## src/rtl/rr_arbiter_16_pkg.sv

```systemverilog
// Shared definitions for the 16-requester round-robin arbiter.
package rr_arbiter_16_pkg;

    localparam int N_REQ        = 16;
    localparam int IDX_W        = 4;
    localparam int MAX_HOLD_DEF = 64;

    typedef enum logic {
        IDLE = 1'b0,
        BUSY = 1'b1
    } state_t;

endpackage

```

## src/rtl/rr_arbiter_16_grant_decoder.sv

```systemverilog
// Gated 4-to-16 decoder: turns the next owner index into the one-hot
// resource select, forced to all zero when no grant is being issued.
module rr_arbiter_16_grant_decoder
    import rr_arbiter_16_pkg::*;
(
    input  logic [IDX_W-1:0] idx,
    input  logic             en,
    output logic [N_REQ-1:0] onehot
);

    // One bit set at the index position, only when enabled.
    always_comb begin
        onehot = '0;
        if (en) begin
            onehot[idx] = 1'b1;
        end
    end

endmodule

```

## src/rtl/rr_arbiter_16.sv

```systemverilog
// 16-requester round-robin arbiter with registered index/one-hot grant.
// The owner keeps the grant while its request stays high; a rotating
// priority pointer (one past the last winner) provides fairness.
// Optional macro GRANT_TIMEOUT_EN adds a hold counter that forces a release
// after MAX_HOLD consecutive grant cycles and pulses timeout for one cycle.
module rr_arbiter_16
    import rr_arbiter_16_pkg::*;
#(
    parameter int MAX_HOLD = MAX_HOLD_DEF,
    parameter int CNT_W    = 16
)
(
    input  logic             clk,
    input  logic             rst,
    input  logic             en,
    input  logic [N_REQ-1:0] req,
    output logic             grant_valid,
    output logic [IDX_W-1:0] grant_idx,
    output logic [N_REQ-1:0] grant_onehot,
    output logic             timeout
);

    // Reject hold limits the counter cannot represent.
    if (MAX_HOLD < 2 || MAX_HOLD > 65535 || (64'd1 << CNT_W) < 64'(MAX_HOLD)) begin : g_bad_params
        $error("rr_arbiter_16: illegal MAX_HOLD/CNT_W combination");
    end

    state_t           state;
    state_t           nxt_state;
    logic [IDX_W-1:0] ptr;
    logic [IDX_W-1:0] nxt_ptr;
    logic [IDX_W-1:0] cand;
    logic [IDX_W-1:0] win;
    logic             found;
    logic             nxt_valid;
    logic [IDX_W-1:0] nxt_idx;
    logic [N_REQ-1:0] nxt_onehot;

`ifdef GRANT_TIMEOUT_EN
    logic [CNT_W-1:0] hold_cnt;
    logic [CNT_W-1:0] nxt_cnt;
    logic             nxt_timeout;
`endif

    // Round-robin search: first requester at or after ptr, wrapping mod 16.
    always_comb begin
        found = 1'b0;
        win   = '0;
        cand  = '0;
        for (int i = 0; i < N_REQ; i++) begin
            cand = ptr + IDX_W'(i);
            if (!found && req[cand]) begin
                found = 1'b1;
                win   = cand;
            end
        end
    end

    // Next-state decision: new grant from IDLE, hold or release from BUSY.
    always_comb begin
        nxt_state = state;
        nxt_ptr   = ptr;
        nxt_valid = grant_valid;
        nxt_idx   = grant_idx;
`ifdef GRANT_TIMEOUT_EN
        nxt_cnt     = hold_cnt;
        nxt_timeout = 1'b0;
`endif
        case (state)
            IDLE: begin
                if (en && found) begin
                    nxt_state = BUSY;
                    nxt_valid = 1'b1;
                    nxt_idx   = win;
                    // The winner drops to lowest priority for the next search.
                    nxt_ptr   = win + IDX_W'(1);
`ifdef GRANT_TIMEOUT_EN
                    nxt_cnt   = '0;
`endif
                end else begin
                    nxt_valid = 1'b0;
                    nxt_idx   = '0;
                end
            end
            BUSY: begin
                if (req[grant_idx]) begin
`ifdef GRANT_TIMEOUT_EN
                    if (hold_cnt == CNT_W'(MAX_HOLD - 1)) begin
                        nxt_state   = IDLE;
                        nxt_valid   = 1'b0;
                        nxt_idx     = '0;
                        nxt_cnt     = '0;
                        nxt_timeout = 1'b1;
                    end else begin
                        nxt_cnt = hold_cnt + CNT_W'(1);
                    end
`endif
                end else begin
                    nxt_state = IDLE;
                    nxt_valid = 1'b0;
                    nxt_idx   = '0;
`ifdef GRANT_TIMEOUT_EN
                    nxt_cnt   = '0;
`endif
                end
            end
        endcase
    end

    rr_arbiter_16_grant_decoder u_grant_decoder (
        .idx    (nxt_idx),
        .en     (nxt_valid),
        .onehot (nxt_onehot)
    );

    // State, pointer and all grant outputs registered; async reset clears all.
    always_ff @(posedge clk or posedge rst) begin
        if (rst) begin
            state        <= IDLE;
            ptr          <= '0;
            grant_valid  <= 1'b0;
            grant_idx    <= '0;
            grant_onehot <= '0;
`ifdef GRANT_TIMEOUT_EN
            hold_cnt     <= '0;
            timeout      <= 1'b0;
`endif
        end else begin
            state        <= nxt_state;
            ptr          <= nxt_ptr;
            grant_valid  <= nxt_valid;
            grant_idx    <= nxt_idx;
            grant_onehot <= nxt_onehot;
`ifdef GRANT_TIMEOUT_EN
            hold_cnt     <= nxt_cnt;
            timeout      <= nxt_timeout;
`endif
        end
    end

`ifndef GRANT_TIMEOUT_EN
    assign timeout = 1'b0;
`endif

endmodule

```

## config.mk

```make
export PLATFORM = sky130hd
export DESIGN_NAME = rr_arbiter_16
export DESIGN_NICKNAME = d
export VERILOG_FILES = /design/src/rtl/rr_arbiter_16_pkg.sv /design/src/rtl/rr_arbiter_16_grant_decoder.sv /design/src/rtl/rr_arbiter_16.sv
export SDC_FILE = /design/constraint.sdc
export NUM_CORES = 1
export LEC_CHECK = 0
export ABC_AREA = 1
export BUFFER_PORTS_ARGS = -buffer_cell sky130_fd_sc_hd__buf_2
export CAP_MARGIN = 20
export CELL_PAD_IN_SITES_DETAIL_PLACEMENT = 0
export CELL_PAD_IN_SITES_GLOBAL_PLACEMENT = 1
export CORE_MARGIN = 2
export CORE_UTILIZATION = 41
export CTS_CLUSTER_SIZE = 12
export DETAILED_ROUTE_END_ITERATION = 8
export PLACE_DENSITY_LB_ADDON = 0.1
export SYNTH_ARGS = -nofsm -noshare
export SYNTH_HDL_FRONTEND = slang
export SYNTH_SLANG_ARGS = --single-unit
```

## constraint.sdc

```tcl
create_clock -name clk -period 4.21 [get_ports clk]
set_input_delay 0 -clock clk [delete_from_list [all_inputs] [get_ports clk]]
set_output_delay 0 -clock clk [all_outputs]
set_load 0.01 [all_outputs]
```

# Word-level counts from Yosys, hierarchy flattened
# Cells that the tools add are included.
totals:
  wordCells: 151
  regBits: 26
classes:
  n_lt_le_gt_ge: 19
  n_addsub: 16
  muxes: 77
  n_reduce_logical: 33
  n_bitwise: 1
op_table:
  columns: ["cell", "count"]
  rows:
  - ["4-bit by 5-bit < comparator with 1-bit output, second input constant", 18]
  - ["4-bit 2-to-1 mux", 18]
  - ["1-bit binary-select mux with 4-bit select", 17]
  - ["1-bit 2-to-1 mux", 37]
  - ["4-bit adder, second input constant", 8]
  - ["1-bit logical AND", 17]
  - ["4-bit by 3-bit adder with 4-bit output, second input constant", 4]
  - ["16-bit 2-to-1 mux", 1]
  - ["1-bit logical NOT", 15]
  - ["4-bit by 1-bit adder with 4-bit output, second input constant", 2]
  - ["4-bit by 2-bit adder with 4-bit output, second input constant", 2]
  - ["4-bit one-hot mux with 2 select lines", 1]
  - ["1-bit demux with 4-bit select", 1]
  - ["4-bit by 1-bit >= comparator with 1-bit output, second input constant", 1]
  - ["1-bit one-hot mux with 2 select lines", 2]
  - ["2-bit AND reduction", 1]
  - ["1-bit inverter", 1]

# Depth between registers and ports, before layout
# Gate-level depths: netlist (run 1).
depth:
  ltp_word: 56
  mapped_depth: 29
  mapped_depth_nobuf: 26

# By module
# Synthesis (run 1) repeated with hierarchy kept, for this count alone.
unflattened:
  hier_cells: 495
  hier_area_um2: 2979.1
modules_own_cells:
  columns: ["mod", "instances", "area_per_inst_um2", "seq_area_each_um2", "cells_per_inst"]
  rows:
  - ["rr_arbiter_16", 1, 2839.0, 650.6, 462]
  - ["rr_arbiter_16_grant_decoder", 1, 140.1, 0.0, 33]

# Worst setup path after synthesis (run 1)
# No wires, ideal clock.
synth_path:
  kind: "register to register"
  startpoint: "register ptr[1]"
  endpoint: "register ptr[2]"
  path_buffers: 2
  path_slack_ns: 0.777
  setup_ns: 0.126
  arrival_time_ns: 3.307
  path_stages_with_launch: 27
  t_required_ns: 4.084
  cell_sequence: "dfrtp_1 -> inv_1 -> buf_4 -> ha_1 -> buf_2 -> clkinv_1 -> nand3_1 -> nand3_1 -> nand2_1 -> nand2_1 -> nand2_2 -> nor2_4 -> nand4_4 -> nor2_8 -> nand4_4 -> nor2_4 -> nand4_1 -> inv_2 -> nand2_1 -> o21ai_0 -> nand3_1 -> and2_1 -> ha_1 -> nand2_1 -> o21ai_0 -> nand2_1 -> o21ai_0"
synth_between:
  elab_chain_cells: 50
  elab_cells_between_ends: 112
  cone_classes: "add/sub (16); mux (64); reduce/logical (32)"
synth_rtl:
  columns: ["item", "line", "source"]
  rows:
  - ["from (decl)", "rr_arbiter_16.sv:30", "logic [IDX_W-1:0] ptr;"]
  - ["from (signal assigned)", "rr_arbiter_16.sv:130", "ptr <= nxt_ptr;"]
  - ["parallel branches: the longest is 50 deep, another holds 4-bit by 1-bit adder with 4-bit output", null, null]
# Several ways; the timed one is not identified. The select of a mux whose other input is x is not followed.
# A chain may end at the register's enable or synchronous reset.

# Worst setup path in the final report (run 1)
# Ends and elaborated chain as after synthesis.

==> results of run 1 <==
## stage by stage
stage	worst slack [ns]	utilization, %	instances	area (sq um)	hold slack [ns]
after floorplan	0.777	-	482	3010	0.0400
after global placement	0.268	45.9	617	3300	0.261
after detailed placement	0.193	45.9	617	3300	0.269
after CTS	0.176	46.9	622	3360	0.117
after global routing	0.0217	47.5	625	3410	0.138
final	0.366	47.5	625	3410	0.106
## flip-flops by register name, indices dropped and copies added (netlist names)
register,cells
grant_idx,4
grant_onehot,16
grant_valid,1
ptr,4
state,1
## cell type report
type | count | area (sq um) | area share, %
Inverter | 56 | 213 | 6.24
Multi-Input combinational cell | 386 | 2030 | 59.7
Tap cell | 99 | 124 | 3.63
Sequential cell | 26 | 652 | 19.1
Timing Repair Buffer | 54 | 330 | 9.69
Clock buffer | 4 | 55.1 | 1.62
## layer usage
| layer | vias up | GRT usage, % | share of wire, % |
|---|---|---|---|
| met3 | 28 | 1.65 | 4.8 |
| li1 | 1662 | - | - |
| met4 | 0 | 8.96 | 3.8 |
| met1 | 1533 | 33.1 | 45 |
| met5 | - | 0 | 0 |
| met2 | 134 | 40.3 | 47 |
## worst paths after layout
check / from / end / slack, ns / cells past startpoint
min in group asynchronous: rst / grant_onehot[12] / 0.16 / 3
worst max register to register: ptr[1] / ptr[2] / 0.37 / 23
max in group asynchronous: rst / ptr[0] / 3.69 / 4
worst min-delay path: en / state / 0.11 / 5
worst min register to register: grant_valid / grant_valid / 0.56 / 2
worst max-delay path: ptr[1] / ptr[2] / 0.37 / 23
## cell families (layout without fill, tap and decap cells)
kind of cell	count (synthesis)	count (layout)	share of synthesized area [%]
buf+inv	70	114	10.9
flops	26	26	21.6
simple gates	325	325	51.2
fa+ha+maj	8	8	3.33
other cells	1	1	0.125
xor+xnor	9	9	3.37
compound gates	43	43	9.52
## critical path, cell delays in order (launching register included)
cell and delay, ns:
dfrtp_1 0.44, inv_1 0.18, buf_4 0.21, ha_1 0.20, nand2_4 0.06, nand2_4 0.07, xor2_2 0.22, nand3_1 0.13
nand2_2 0.14, nand4_2 0.18, nor2_2 0.13, nand4_1 0.10, nor2_1 0.14, nand4_1 0.12, nor2_2 0.19, nand4_1 0.25
inv_2 0.17, nand2_1 0.13, and2_1 0.19, ha_1 0.19, nand2_1 0.06, o21ai_0 0.07, nand2_1 0.06, o21ai_0 0.07
## placed cells by master (no fill, tap or decap), drive strengths merged
| cell | count |
|---|---|
| dlygate4sd3 | 1 |
| and2 | 1 |
| nand2 | 145 |
| o221ai | 4 |
| buf | 53 |
| xor2 | 6 |
| conb | 1 |
| o21a | 3 |
| ha | 8 |
| inv | 54 |
| nand3b | 3 |
| clkinv | 2 |
| nor2 | 61 |
| o21ai | 27 |
| nand3 | 97 |
| xnor2 | 3 |
| a21oi | 6 |
| o22ai | 2 |
| o211ai | 1 |
| nor3 | 1 |
| dfrtp | 26 |
| nand4 | 17 |
| clkbuf | 4 |
## repair_timing
item | 4_1_cts | 5_1_grt
gates resized for setup | 0 | 3
endpoints found under the hold margin | 26 | 0
hold buffers | 1 | 0
endpoints found under the setup margin | 0 | 18
setup buffers | 0 | 2
==> metrics.yaml, run 1 <==
hold_path_class: "in2reg"
postRouteAntennaNets: 0
antenna_found_initial: 0
synth.cell_area_sq_um: 3010
ys_warn_count: 0
ios: 41
max_freq_mhz: 260
die_h_um: 89.7
synth_top_area_cell: "dfrtp_1"
vias: 3357
first_global_vias: 3074
synth_edf_count: 0
end_kind: "register"
critPathKind: "reg2reg"
dr.pass1.iters: 5
overflow: 0
row_count: 31
routedWlPerCell_um: 15.1
core_sq_um: 7180
cts_buffer_depth: 2
fp.dieW_um: 89.7
drive_above_1_share_pct: 19.6
fin_crit_ns: 3.84
synth_area_per_cell_sq_um: 6.24
setup_viol: 0
setup_tns_ns: 0
skew_ns: 0.00347
htree_levels: 1
dpl.hpwl_um: 7730
cts_made_buffers: 3
synth-seq-cells: 26
viasPerCell: 5.37
wl_um: 9420
synth_common_cells: "nand2_1, nand3_1, nor2_1"
status: "complete, no violations"
drv_cap: 0
critPathMaxFanout: 7
yosysTopAreaCellShare_pct: 21.6
antenna_cells: 0
grt_pass1_wl_um: 15000
clock_sinks: 26
drc_errors: 0
synthCells: 482
cts_tree: "built"
nNetsFinal: 554
synth.area.top_cells: "dfrtp_1, nand2_1, nand3_1"
gp_congestion: 0.932
io_buffer_count: 39
start_util_pct: 41.9
grt_max_degree: 27
async_flop_share_pct: 100
initialDrtViolationCount: 190
yosysMostFrequentCell: "nand2_1"
syn_nets: 509
hold_viol_final: 0
tightest_slew_ns: 0.624
fillers: 761
drv_slew: 0
arrival_ns: 4.00
clk_pin_slew_worst_paths_ns: 0.08
ys_seq_area_share_pct: 21.6
insertion_delay_ns: 0.26
relSlewSlack_pct: 58.4
cts-root-buf: "clkbuf_8"
synth_ff_type: "dfrtp_1"
rsz0062_at_grt: "false"
min_period_over_period_pct: 91.3
netlist-cell-type-count: 41
required_ns: 4.36
syn2layout_area_growth_pct: 13.3
die_area_sq_um: 8040
track_usage_pct: 24.2
critPathLaunchType: "register"
Power of run 1 is left out: the tool's default activity adds up to more than one toggle a clock period on the data nets, which glitch-free logic cannot reach.
==> run 2: changes to the inputs <==
==> constraint.sdc (replaced) <==
create_clock -name clk -period 4.2 [get_ports clk]
set_input_delay 0 -clock clk [delete_from_list [all_inputs] [get_ports clk]]
set_output_delay 0 -clock clk [all_outputs]
set_load 0.01 [all_outputs]
==> metrics.yaml, run 2 (synthesized netlist as in run 1, its figures left out) <==
ff2ff_path_depth: 21
io_buffer_count: 39
critPathTopFamily: "simple AND/OR/NAND/NOR gates"
max_freq_mhz: 266
clk_pin_slew_worst_paths_ns: 0.09
reg_top3: "grant_onehot: 16 flops, grant_idx: 4 flops, ptr: 4 flops"
overflow: 0
placed_area_sq_um: 3300
crit_path_max_incr_delay_ns: 0.48
setup.worst_path.start: "ptr[1]"
row_count: 31
drv_slew: 0
largest_reg_flops: 16
critPathMaxFanout: 8
cts_made_buffers: 3
crit_path_end: "ptr[2]"
die_h_um: 89.7
initialDrtViolationCount: 183
grt_pass1_wl_um: 15300
tightest_slew_ns: 0.946
cts_tree: "built"
critPathLaunchType: "register"
hold_viol_final: 0
drive_above_1_share_pct: 19.2
htree_levels: 1
hold_path_class: "in2reg"
antenna_cells: 0
drc_errors: 0
final_common_cell: "nand2_1"
insertion_delay_ns: 0.26
wl_um: 9460
critPathKind: "reg2reg"
grt_max_degree: 27
dpl.hpwl_um: 7790
r2r_slack_ns: 0.43
cts_buffer_depth: 2
die_area_sq_um: 8040
ios: 41
track_usage_pct: 24.6
required_ns: 4.35
final_core_util_pct: 47.3
first_global_vias: 3030
hold_depth: 5
cp.buffers_inverters: 3
clock_sinks: 26
layout_setup_ws_ns: 0.434
setup_viol: 0
dp_slack_ns: 0.259
start_util_pct: 41.9
placed_cells_incl_taps: 617
regToRegStartpoint: "ptr[1]"
relSlewSlack_pct: 36.8
path_common_cell: "nand2_1"
drv_cap: 0
core_sq_um: 7180
end_kind: "register"
cp_slowest_cell: "ha_2"
syn2layout_area_growth_pct: 12.9
gp_congestion: 0.918
fin_crit_ns: 3.77
status: "complete, no violations"
antenna_found_initial: 0
regMostFlops: "grant_onehot"
crit_chain: "inv_1, ha_2, inv_1, nand3_1, nand3_1, nand2_1, nand4_2, nor2_2, nand4_1, nor2_1, nand4_1, nor2_2, nand4_1, inv_1, nand2_1, and2_1, ha_1, nand2_1, o21ai_0, nand2_1, o21ai_0"
routedWlPerCell_um: 15.2
nNetsFinal: 553
cp_num_cells: 21
cts-root-buf: "clkbuf_8"
layout_common_cells: "nand2_1, nand3_1, nor2_1, inv_1, buf_2"
dr.pass1.iters: 5
arrival_ns: 3.92
fp.dieW_um: 89.7
fin_cells: 624
vias: 3314
worstReg2RegEnd: "ptr[2]"
final_area_sq_um: 3400
viasPerCell: 5.31
postRouteAntennaNets: 0
min_period_over_period_pct: 89.7
skew_ns: 0.00392
run 2: changes by cell type in the layout (fill, tap and decap cells not counted), sizes merged:
| cell | before | now |
|---|---|---|
| bufinv | 0 | 1 |
| clkbuf | 4 | 3 |
| buf | 53 | 52 |
run 2: worst min-delay path by stage:
stage                     startpoint      endpoint
after floorplan                  rst  grant_idx[0]
after global placement           rst        ptr[3]
after detailed placement         rst        ptr[3]
after CTS                         en         state
after global routing              en         state
final                             en         state
run 2: through the flow:
| stage | hold WS (ns) | setup TNS (ns) |
|---|---|---|
| global placement | 0.253 | 0 |
| finish | 0.116 | 0 |
| CTS | 0.119 | 0 |
| detailed placement | 0.262 | 0 |
| floorplan | 0.0400 | 0 |
| global route | 0.169 | -0.00750 |
run 2: what timing repair did:
item	4_1_cts	5_1_grt
hold endpoints to repair	26	0
resized for setup	0	2
setup endpoints to repair	0	18
hold buffers	1	0
buffers inserted	0	2
run 2: cell type report:
type / count / area, sq um
sequential: 26 / 652
clock inverter: 1 / 30.0
tap: 99 / 124
timing repair buffer: 53 / 303
inverter: 56 / 213
multi-input combinational: 386 / 2030
clock buffer: 3 / 41.3
fill: 763 / 3780
run 2: worst reg2reg max path, delay by kind of cell, from the launching register on:
kind                     cells  cell delay, ns
AND/OR/NAND/NOR             14            1.99
adder cells (fa/ha/maj)      2            0.67
AO/OA/AOI/OAI                2            0.14
buffers and inverters        3            0.48
flip-flops                   1            0.37
run 2: routing by layer:
metal	vias to the layer above	GRT usage, %	share of wire (%)
met5	-	0	0
met3	12	1.10	4.0
met4	0	4.75	1.6
li1	1666	-	-
met1	1529	34.0	46
met2	107	42.8	49
Power of run 2 is left out for the same reason.
